--- config.mk ---
export PLATFORM = sky130hd
export DESIGN_NAME = seg_scan_ctrl
export DESIGN_NICKNAME = d
export VERILOG_FILES = /design/src/rtl/seg_scan_ctrl.sv
export SDC_FILE = /design/constraint.sdc
export NUM_CORES = 1
export LEC_CHECK = 0
export ABC_AREA = 1
export CORE_ASPECT_RATIO = 0.8
export CORE_MARGIN = 2
export CORE_UTILIZATION = 35
export CTS_BUF_LIST = sky130_fd_sc_hd__clkbuf_8 sky130_fd_sc_hd__clkbuf_16
export DETAILED_ROUTE_END_ITERATION = 6
export GPL_ROUTABILITY_DRIVEN = 0
export MAX_ROUTING_LAYER = met4
export SKIP_CTS_REPAIR_TIMING = 1
export SLEW_MARGIN = 0
export SYNTH_ARGS = -nofsm -noshare
export SYNTH_HDL_FRONTEND = slang
export SYNTH_SLANG_ARGS = --single-unit
export TNS_END_PERCENT = 100
--- constraint.sdc ---
create_clock -name clk -period 4 [get_ports clk]
set_clock_uncertainty 0.1 [all_clocks]
set_input_delay 0.6 -clock clk [delete_from_list [all_inputs] [get_ports clk]]
set_output_delay 0.6 -clock clk [all_outputs]
set_load 0.01 [all_outputs]
--- src/rtl/seg_scan_ctrl.sv ---
// ---------------------------------------------------------------------------
// seg_scan_ctrl
//
// Time-multiplexed scan controller for a common-cathode multi-digit display
// that shares one external 4-to-7 segment decoder. Each digit owns a slot of
// DIV clock cycles. The first BLANK cycles of every slot keep all digits off
// while the decoder settles on the new nibble; the rest of the slot shows the
// decoded segments on the selected digit.
//
// The displayed value is double-buffered: a load goes into a shadow register
// and is promoted to the active register only at the end of a full frame, so
// a frame never shows a mix of old and new digits.
//
// Optional feature (compile-time macro SEG_SCAN_LZS_EN): leading-zero
// suppression. Digit i > 0 stays dark when nibbles i..DIGITS-1 of the active
// value are all zero. Digit 0 is always shown. Slot timing is unaffected.
//
// Parameters
//   DIGITS  number of multiplexed digits (1..8)
//   DIV     clock cycles per digit slot (>= 2)
//   BLANK   dark cycles at the start of each slot (1 <= BLANK < DIV)
//
// Ports
//   clk         in   system clock, rising edge
//   reset       in   asynchronous reset, active-high
//   value       in   4*DIGITS nibbles, nibble i drives digit i (0 = LSD)
//   load        in   one-cycle strobe capturing value into the shadow register
//   dec_in      out  registered nibble to the external decoder
//   seg_in      in   decoder's 7-bit output (combinational from dec_in)
//   seg_out     out  registered segment bus, active-high
//   digit_en    out  registered one-hot digit enable, active-high
//   frame_done  out  one-cycle pulse on the last cycle of each full scan
// ---------------------------------------------------------------------------
module seg_scan_ctrl #(
    parameter int DIGITS = 4,
    parameter int DIV    = 1000,
    parameter int BLANK  = 8
) (
    input  logic                  clk,
    input  logic                  reset,
    input  logic [4*DIGITS-1:0]   value,
    input  logic                  load,
    output logic [3:0]            dec_in,
    input  logic [6:0]            seg_in,
    output logic [6:0]            seg_out,
    output logic [DIGITS-1:0]     digit_en,
    output logic                  frame_done
);

    localparam int CW = (DIV > 1) ? $clog2(DIV) : 1;
    localparam int IW = (DIGITS > 1) ? $clog2(DIGITS) : 1;

    localparam logic [CW-1:0] CNT_LAST  = CW'(DIV - 1);
    localparam logic [CW-1:0] CNT_BLANK = CW'(BLANK);
    localparam logic [IW-1:0] IDX_LAST  = IW'(DIGITS - 1);

    typedef enum logic {
        ST_BLANK = 1'b0,
        ST_SHOW  = 1'b1
    } state_t;

    // Registers
    state_t                r_state;
    logic [CW-1:0]         r_cnt;
    logic [IW-1:0]         r_idx;
    logic [4*DIGITS-1:0]   r_shadow;
    logic [4*DIGITS-1:0]   r_active;
    logic                  r_pending;
    logic [3:0]            r_dec_in;
    logic [6:0]            r_seg_out;
    logic [DIGITS-1:0]     r_digit_en;
    logic                  r_frame_done;

    // Combinational signals
    state_t                w_state_next;
    logic                  w_slot_end;
    logic                  w_frame_end;
    logic [CW-1:0]         w_cnt_next;
    logic [IW-1:0]         w_idx_next;
    logic [4*DIGITS-1:0]   w_active_next;
    logic [DIGITS-1:0]     w_en_next;
    logic [6:0]            w_seg_next;
    logic                  w_suppress;

    // Select nibble i of a packed value without a variable part-select that
    // could run past the vector when DIGITS=1.
    function automatic logic [3:0] f_nibble(input logic [4*DIGITS-1:0] v,
                                            input logic [IW-1:0]       i);
        f_nibble = 4'h0;
        for (int k = 0; k < DIGITS; k++) begin
            if (IW'(k) == i) f_nibble = v[4*k +: 4];
        end
    endfunction

    // Slot and digit counters
    assign w_slot_end  = (r_cnt == CNT_LAST);
    assign w_frame_end = w_slot_end && (r_idx == IDX_LAST);

    always_comb begin
        w_cnt_next = w_slot_end ? '0 : r_cnt + CW'(1);
        w_idx_next = r_idx;
        if (w_slot_end) begin
            w_idx_next = (r_idx == IDX_LAST) ? '0 : r_idx + IW'(1);
        end
    end

    // Active value as it will be after this edge. A load on the frame-end
    // cycle bypasses the shadow so it is shown in the very next frame.
    always_comb begin
        w_active_next = r_active;
        if (w_frame_end) begin
            if (load) begin
                w_active_next = value;
            end else if (r_pending) begin
                w_active_next = r_shadow;
            end
        end
    end

`ifdef SEG_SCAN_LZS_EN
    // Digit idx is a leading zero when it and every higher nibble are zero.
    always_comb begin
        w_suppress = 1'b0;
        for (int k = 1; k < DIGITS; k++) begin
            if ((IW'(k) == r_idx) && ((r_active >> (4*k)) == '0)) begin
                w_suppress = 1'b1;
            end
        end
    end
`else
    assign w_suppress = 1'b0;
`endif

    // FSM state register
    always_ff @(posedge clk or posedge reset) begin
        if (reset) begin
            r_state <= ST_BLANK;
        end else begin
            r_state <= w_state_next;
        end
    end

    // FSM next state and next registered outputs. Entering/staying in SHOW
    // keeps idx and active unchanged (a slot boundary always returns to
    // BLANK), so the current idx/active describe the digit being shown.
    always_comb begin
        w_state_next = r_state;
        w_en_next    = '0;
        w_seg_next   = '0;
        case (r_state)
            ST_BLANK: if (w_cnt_next >= CNT_BLANK) w_state_next = ST_SHOW;
            ST_SHOW:  if (w_slot_end)              w_state_next = ST_BLANK;
            default:  w_state_next = ST_BLANK;
        endcase
        if ((w_state_next == ST_SHOW) && !w_suppress) begin
            w_en_next  = DIGITS'(1) << r_idx;
            w_seg_next = seg_in;
        end
    end

    // Datapath registers
    always_ff @(posedge clk or posedge reset) begin
        if (reset) begin
            r_cnt        <= '0;
            r_idx        <= '0;
            r_shadow     <= '0;
            r_active     <= '0;
            r_pending    <= 1'b0;
            r_dec_in     <= 4'h0;
            r_seg_out    <= 7'h00;
            r_digit_en   <= '0;
            r_frame_done <= 1'b0;
        end else begin
            r_cnt  <= w_cnt_next;
            r_idx  <= w_idx_next;
            if (load) begin
                r_shadow <= value;
            end
            // A load on the frame-end cycle is consumed immediately.
            if (load) begin
                r_pending <= ~w_frame_end;
            end else if (w_frame_end) begin
                r_pending <= 1'b0;
            end
            r_active <= w_active_next;
            // New nibble at the start of each slot; the decoder has the
            // blanking interval to settle.
            if (w_slot_end) begin
                r_dec_in <= f_nibble(w_active_next, w_idx_next);
            end
            r_seg_out    <= w_seg_next;
            r_digit_en   <= w_en_next;
            r_frame_done <= (w_cnt_next == CNT_LAST) && (w_idx_next == IDX_LAST);
        end
    end

    assign dec_in     = r_dec_in;
    assign seg_out    = r_seg_out;
    assign digit_en   = r_digit_en;
    assign frame_done = r_frame_done;

endmodule

* Word level (Yosys, flattened, before mapping)
Index checks and enable logic that the tools add are counted.
** Cells by class
- Eq/ne operators :: 7
- Reduce and logical (&&, ||, !) cells :: 4
- Bitwise operators :: 2
- Muxes and demuxes :: 17
- $add $sub $neg :: 2
- $lt $le $gt $ge :: 1
- Shift-type cells :: 1
** Operator list (count)
- 2-to-1 mux 16 bit :: 3
- equality test 10 bit, second input constant :: 2
- 2-to-1 mux 4 bit :: 5
- adder 10 x 1 -> 10 bit, second input constant :: 1
- >= comparator 10 x 4 -> 1 bit, second input constant :: 1
- 2-to-1 mux 10 bit :: 1
- 2-to-1 mux 7 bit :: 1
- equality test 2 bit, first input constant :: 2
- equality test 2 bit, second input constant :: 2
- 2-to-1 mux 1 bit :: 4
- 2-to-1 mux 2 bit :: 2
- left shift 1 x 2 -> 4 bit, first input constant :: 1
- adder 2 x 1 -> 2 bit, second input constant :: 1
- equality test 1 x 2 -> 1 bit, first input constant :: 1
- logical AND 1 bit :: 2
- zero test 2 bit :: 1
- inverter 1 bit :: 2
- one-hot mux 1 bit (2 select lines) :: 1
- nonzero test 2 bit :: 1
** Storage, ports and cells
- Register bits :: 62
- Bits of input ports :: 26
- Word-level logic and storage cells :: 44

* Longest topological paths before layout
Gate-level depths: netlist of the first run.
- Word-level depth :: 8
- Mapped depth :: 13
- Depth with buffers taken out :: 12

* Worst setup path before layout of the first run
Ideal clock, no wire load.
- Path kind :: reg2reg
- From :: register r_cnt[0]
- To :: register r_dec_in[0] (netlist: dec_in[0])
- Cell stages (with the launch flop) :: 13
- Path slack :: 2203 ps
- Period minus slack after synthesis :: 1797 ps
- Path buffers :: 1
- Arrival :: 1581 ps
- Cell sequence :: dfrtp_1 ha_1 nand2_1 inv_1 nand3_4 buf_6 nand2_4 nand2_4 nand2_4 nor2_1 nor2_1 nand2_1 nand2_1
** Between the ends
- Longest elaborated chain between the ends :: 7
- Elaborated cells on any way between the ends :: 12
** RTL lines
- start, declared :: RTL line 64 : logic [CW-1:0] r_cnt;
- start signal, assigned :: RTL line 174 : r_cnt <= w_cnt_next;
- equality test 10 bit (*) :: RTL line 96 : assign w_slot_end = (r_cnt == CNT_LAST);
- 2-to-1 mux 2 bit (*) :: RTL line 102 : if (w_slot_end) begin
- named net w_idx_next[1] :: RTL line 79 : logic [IW-1:0] w_idx_next;
- zero test 2 bit :: RTL line 91 : if (IW'(k) == i) f_nibble = v[4*k +: 4];
- 2-to-1 mux 4 bit (3 in a row) :: RTL line 91
- 2-to-1 mux 4 bit (*) :: RTL line 91
- end signal, assigned :: RTL line 189 : r_dec_in <= f_nibble(w_active_next, w_idx_next);
- end, declared :: RTL line 69 : logic [3:0] r_dec_in;
Mark *: on every way through the listed nets, which the timed path passes. The rest lies on a longest branch.
A chain may end at the register's enable or synchronous reset.

* Final worst setup path of the first run
- From :: input port load
- To :: register r_dec_in[1] (netlist: dec_in[1])
** Between the ends
- Elaborated cells on any way between the ends :: 6
** RTL lines
- start, declared :: RTL line 42 : input logic load,
- 2-to-1 mux 16 bit :: RTL line 112 : if (load) begin
- 2-to-1 mux 16 bit :: RTL line 111 : if (w_frame_end) begin
- named net w_active_next[13] :: RTL line 80 : logic [4*DIGITS-1:0] w_active_next;
- 2-to-1 mux 4 bit :: RTL line 91
The timed path passes the listed nets, and every way through them passes these cells.

==> results of run 1 <==
==> critical path, cell delays in order <==
cell and delay [ps]:
clkdlybuf4s50_1 390, buf_4 190, inv_1 500, nand2_1 400, nand2_1 250, nand2_1 70
nand2_1 90, nor2_1 50, nor2_1 120, nand2_1 70, nand2_1 50
==> power by group through the flow <==
| stage | Sequential, mW | Combinational [mW] | Clock, mW |
|---|---|---|---|
| floorplan | 0.663 | 0.0430 | 0 |
| global placement | 0.663 | 0.0881 | 0 |
| detailed placement | 0.663 | 0.0885 | 0 |
| CTS | 0.651 | 0.0895 | 0.463 |
| global route | 0.652 | 0.0994 | 0.501 |
| finish | 0.651 | 0.0871 | 0.448 |
==> metrics by stage <==
step | std cells | hold WS [ps]
after floorplan | 389 | 331
after global placement | 535 | 354
after detailed placement | 535 | 354
after CTS | 549 | 372
after global routing | 549 | 400
final | 549 | 369
==> cell type report <==
| class | count | area (sq um) |
|---|---|---|
| sequential | 62 | 1550 |
| clock buffer | 10 | 138 |
| tap | 112 | 140 |
| clock inverter | 4 | 17.5 |
| inverter | 41 | 154 |
| fill | 879 | 4760 |
| multi-input combinational | 277 | 1300 |
| timing repair buffer | 43 | 425 |
==> kinds of logic after synthesis <==
| kind of cell | Yosys count |
|---|---|
| AOI/OAI and AO/OA | 20 |
| adders and majority gates | 6 |
| buffers and inverters | 50 |
| DFF | 62 |
| and+or+nand+nor | 251 |
==> sequential cells by signal (all words and copies together) (netlist names) <==
signal,count
seg_out,7
digit_en,4
r_active,16
r_state,1
r_cnt,10
r_pending,1
r_idx,2
dec_in,4
r_shadow,16
frame_done,1
==> routing by layer <==
layer / track usage [%] / wire length (microns)
met2: 21.5 / 2810
met5: - / 0
met3: 5.06 / 360
met1: 22.8 / 3510
met4: 4.43 / 89
==> worst max-delay path by stage <==
stage,slack [ps],end,start,cells after the start
after floorplan,1760,dec_in[0],reset,1
after global placement,1110,dec_in[2],load,11
after detailed placement,1030,dec_in[3],load,11
after CTS,1370,dec_in[1],load,11
after global routing,1140,dec_in[3],load,11
final,1370,dec_in[1],load,11
==> cell usage in the layout, fill, tap and decap left out, types with 2 or more instances in the layout <==
master           synthesis  layout
nand2_4                  3       3
clkbuf_8                 0      10
nand2_2                  2       2
o21ai_0                 12      12
clkinv_2                 0       2
nor3_1                   2       2
or2_2                    5       5
nor2_4                   6       6
inv_1                   38      39
o21ai_1                  2       2
nand2_1                161     161
ha_1                     6       6
nand4_1                 10      10
inv_2                    2       3
dfrtp_1                 62      62
buf_4                    0       2
clkdlybuf4s50_1          0      41
nor2_2                   2       2
nand3_1                 18      18
a21boi_0                 4       4
nor2_1                  39      39
==> results by group, run 1 <==
Outcome
  – Status: finished, final reports clean

Logic synthesis
  – Count leader, synth: nand2_1
  – Avg Cell Area, Syn: 7.85 sq um
  – Post-synth EDFFs: 0
  – Synth warn: 0
  – Post-synthesis xor/xnor area fraction: 0%
  – Synth cell types: 26
  – Top cells by area, synth: dfrtp_1, nand2_1, nor2_1
  – Synth Area in Simple Gates: 36.3%
  – Post-Syn Nets: around 420
  – Mapped Area: 3050 sq um
  – Seq/Total Area, Yosys: 50.8%
  – Post-Synth Adder-Cell Area: around 2.5%
  – Flops & latches, synth: 62
  – Commonest cells post-synth: nand2_1, dfrtp_1, nor2_1
  – Synth Area in Compound Gates: 3.69%
  – Post-synth top area share: between 50% and 60%
  – FFs w/ async S/R, synth: 100%
  – Post-synth top area cell: dfrtp_1
  – Ys flop type: dfrtp_1
  – Cells after Synth: a little under 400
  – Largest family of logic cells by synthesized area: simple AND/OR/NAND/NOR gates
  – Post-synthesis mux area share: 0%

Final layout
  – Layout Utilization: 43.9%
  – Antenna cell count: 0
  – Syn-to-layout area delta: 21.9%
  – Finished Cell Area: about 3700 sq um
  – Nets: 466
  – Share of layout cells above drive strength 1: 8.47%

Timing
  – Fin crit period: 2630 ps
  – Measured slew at the worst slew-check pin: 656 ps
  – Worst relative slew slack: 56.2%
  – Fmax: 0.380 GHz
  – Endpoints failing hold: 0
  – Final Worst Setup Slack: 1370 ps
  – RSZ-0062 raised after global routing: false
  – Final setup violation count: 0
  – Final Max Tran Viols: 0
  – Setup TNS: 0 ps
  – Period Utilization, post-route: between 60% and 70%

Worst hold path
  – Hold Path Stages: 2
  – Hold path startpoint: r_shadow[14]
  – Hold Path Sink: r_shadow[14]
  – HP Class: reg -> reg

Drt
  – Via count: 2,463
  – Routed Antenna Nets: 0
  – Drt first pass iters: 5
  – DRC violations left: 0
  – 1st-iter DRT viols: 215
  – Vias per cell: 4.49
  – WL final: between 6000 and 7000 microns
  – Routed length per instance: around 12 microns

Floorplan
  – I/O pins: 42
  – Die area: 9490 sq um
  – Initial Util: 36.0%
  – Die height: 87.6 microns
  – # rows: 30
  – Die X: about 110 microns
  – Core area: 8480 sq um

Critical path
  – Crit end category: flip-flop
  – CP startpoint kind: primary input
  – Setup Crit Path Kind: in -> reg
  – FF-to-FF path depth: 9
  – R2R Path End: dec_in[2]
  – Beginning of the worst register-to-register path: r_pending
  – Crit-path max FO: 24
  – CP Data Arrival Time: approximately 2800 ps
  – R2R Setup Slk: 1740 ps
  – Worst Path Required: between 4000 and 5000 ps

Placed design
  – DP Worst Slack: ~1000 ps
  – Dpl cell area: roughly 3600 sq um
  – Buffers on Ports: 41
  – Detailed placement HPWL: 4850 microns

Power and ir drop
  – Max IR drop VDD: around 0.00013 V
  – Net load switching power: 0.271 mW
  – Lkg Pwr: 1.86 nW
  – Sw Ratio: between 20% and 30%
  – Power density over the cells: roughly 320 nW/um^2
  – Register share of total power: 54.9%
  – Pint: 0.915 mW
  – Power, Total: approximately 1.2 mW
  – Clock Power Share: 37.7%
  – Logic pwr share: 7.3%

GRT
  – First-pass GRT wire length: 11,200 microns
  – Initial antenna violation count: 0
  – Global route overflow: 0
  – Pin count of the biggest net entering global routing: 39
  – Total Routing Usage GR: about 16%
  – Vias in the first global route: 2,241

Clock network
  – CTS sink cnt: 62
  – Num CTS Buffers: 9
  – CTS tree: done
  – Root buffer cell: clkbuf_8
  – H-tree depth: 3
  – Clk buf depth: 2
  – Clock Pin Slew Worst Setup and Hold Paths: 60 ps
  – Clk_lat worst skew: 330 ps

Job
  – Max cap viols: 0
Power figures use the tool's default switching activity.
==> run 2: changes to the inputs <==
==> constraint.sdc (replaced) <==
create_clock -name clk -period 2.5 [get_ports clk]
set_clock_uncertainty 0.1 [all_clocks]
set_input_delay 0.375 -clock clk [delete_from_list [all_inputs] [get_ports clk]]
set_output_delay 0.375 -clock clk [all_outputs]
set_load 0.01 [all_outputs]
==> results by group, run 2 (synthesis gave the netlist of run 1 again) <==
Drt
  – WL final: 6570 microns (-2.9%)
  – Vias per cell: 4.54 (+1.1%)
  – DRC violations left: 0 (unchanged)
  – Via count: 2,508 (+1.8%)
  – Routed length per instance: 11.9 microns (-3.6%)
  – Routed Antenna Nets: 0 (unchanged)
  – 1st-iter DRT viols: 116 (-46%)
  – Drt first pass iters: 5 (unchanged)

Clock network
  – H-tree depth: 3 (unchanged)
  – Clock Pin Slew Worst Setup and Hold Paths: 70 ps (about the same)
  – Clk buf depth: 2 (unchanged)
  – Root buffer cell: clkbuf_8
  – Clk_lat worst skew: 350 ps (+20 ps)
  – CTS tree: done
  – Num CTS Buffers: 9 (unchanged)
  – CTS sink cnt: 62 (unchanged)

Timing
  – Measured slew at the worst slew-check pin: 445 ps (-211 ps)
  – Worst relative slew slack: 70.0% (+14 points)
  – Fmax: 0.469 GHz
  – Final Worst Setup Slack: 368 ps (-1000 ps)
  – Period Utilization, post-route: 85.3%
  – Fin crit period: about 2100 ps
  – WHS: 300 ps (-69.0 ps)
  – Setup TNS: 0 ps (unchanged)
  – RSZ-0062 raised after global routing: false
  – Final setup violation count: 0 (unchanged)
  – Final Max Tran Viols: 0 (unchanged)
  – Endpoints failing hold: 0 (unchanged)

Critical path
  – Setup Crit Path Kind: reg -> reg
  – FF-to-FF path depth: 10 (+1)
  – CP max stage delay: 390 ps (-110 ps)
  – R2R Setup Slk: 370 ps (-1370 ps)
  – CP startpoint: r_cnt[0]
  – Crit-path max FO: 14 (-42%)
  – R2R Path End: seg_out[2]
  – Crit end category: flip-flop
  – CP startpoint kind: flip-flop
  – Beginning of the worst register-to-register path: r_cnt[0]
  – Cells along the critical path: ha_1 > nand2_1 > inv_1 > nand3_4 > nand3_1 > nand2_1 > nor2_1 > nand3b_1 > nand2_2 > nor2_1
  – Worst Path Required: 2630 ps (-1540 ps)
  – Slowest cell on crit path: dfrtp_1
  – CP Data Arrival Time: 2260 ps (-540 ps)

GRT
  – Global route overflow: 0 (unchanged)
  – First-pass GRT wire length: 10,900 microns (-2.8%)
  – Pin count of the biggest net entering global routing: 63 (+62%)
  – Initial antenna violation count: 0 (unchanged)
  – Vias in the first global route: 2,296 (+2.5%)
  – Total Routing Usage GR: 15.5% (-0.37 points)

Final layout
  – Nets: 468 (+0.43%)
  – Most frequent cells in the layout: nand2_1, dfrtp_1, clkdlybuf4s50_1
  – Antenna cell count: 0 (unchanged)
  – Commonest non-fill, non-tap cell in the layout: nand2_1
  – Final std cells w/o fill: 553 (+0.73%)
  – Share of layout cells above drive strength 1: 9.52% (+1.1 points)
  – Syn-to-layout area delta: 23.8%
  – Layout Utilization: 44.6% (+0.69 points)
  – Top flop regs: r_active (16), r_shadow (16), r_cnt (10)
  – Finished Cell Area: 3780 sq um (+1.6%)

Power and ir drop
  – Power, Total: 2.00 mW (+69%)
  – Max IR drop VDD: 0.000186 V (+43%)
  – Lkg Pwr: 1.88 nW (+1.2%)
  – Power density over the cells: 529 nW/um^2 (+66%)

Placed design
  – DP Worst Slack: 239 ps (-796 ps)
  – Buffers on Ports: 41 (unchanged)
  – Detailed placement HPWL: 4690 microns (-3.3%)
  – Placed cell count: 537 (+0.37%)
  – Dpl cell area: 3590 sq um (+0.77%)

Floorplan
  – Die height: 87.6 microns (unchanged)
  – I/O pins: 42 (unchanged)
  – Initial Util: 36.0% (unchanged)
  – Die X: 108 microns (unchanged)
  – # rows: 30 (unchanged)
  – Die area: 9490 sq um (unchanged)
  – Core area: 8480 sq um (unchanged)

Worst hold path
  – HP Class: in -> async

Outcome
  – Status: finished, final reports clean

Job
  – Max cap viols: 0 (unchanged)
[run 2: cell count changes in the layout (fill, tap and decap cells not counted), sizes merged]
cell      change
buf           +2
clkbuf        +2
clkinvlp      +1
inv           -1
[run 2: worst max path at each step]
stage | end | slack, ps
2_1_floorplan | dec_in[0] | 480
3_3_place_gp | dec_in[2] | 270
3_5_place_dp | dec_in[2] | 240
4_1_cts | digit_en[3] | 360
5_1_grt | dec_in[1] | 170
6_report | seg_out[2] | 370
[run 2: cell type report]
cell class / instances / area, sq um
sequential: 62 / 1550
clock inverter: 4 / 21.3
inverter: 41 / 154
multi-input combinational: 277 / 1300
timing repair buffer: 45 / 453
clock buffer: 12 / 165
fill: 869 / 4700
tap: 112 / 140
[run 2: worst max-delay path: cells and delay by family, from the launching register on]
kind	cells	cell delay, ps
adder cells (fa/ha/maj)	1	200
AND/OR/NAND/NOR	8	1140
buffers and inverters	1	190
flip-flops	1	390
[run 2: power breakdown]
part           leakage [nW]  internal, mW  switching (mW)  total, mW
logic                  1.08        0.0715          0.0704      0.142
registers             0.708          1.03          0.0107       1.04
clock network        0.0996         0.434           0.383      0.817
[run 2: metal layers]
layer,global-route usage [%],part of all wire [%]
met1,20.6,51
met2,22.2,41
met3,5.51,6.8
met4,4.90,1.1
met5,-,0
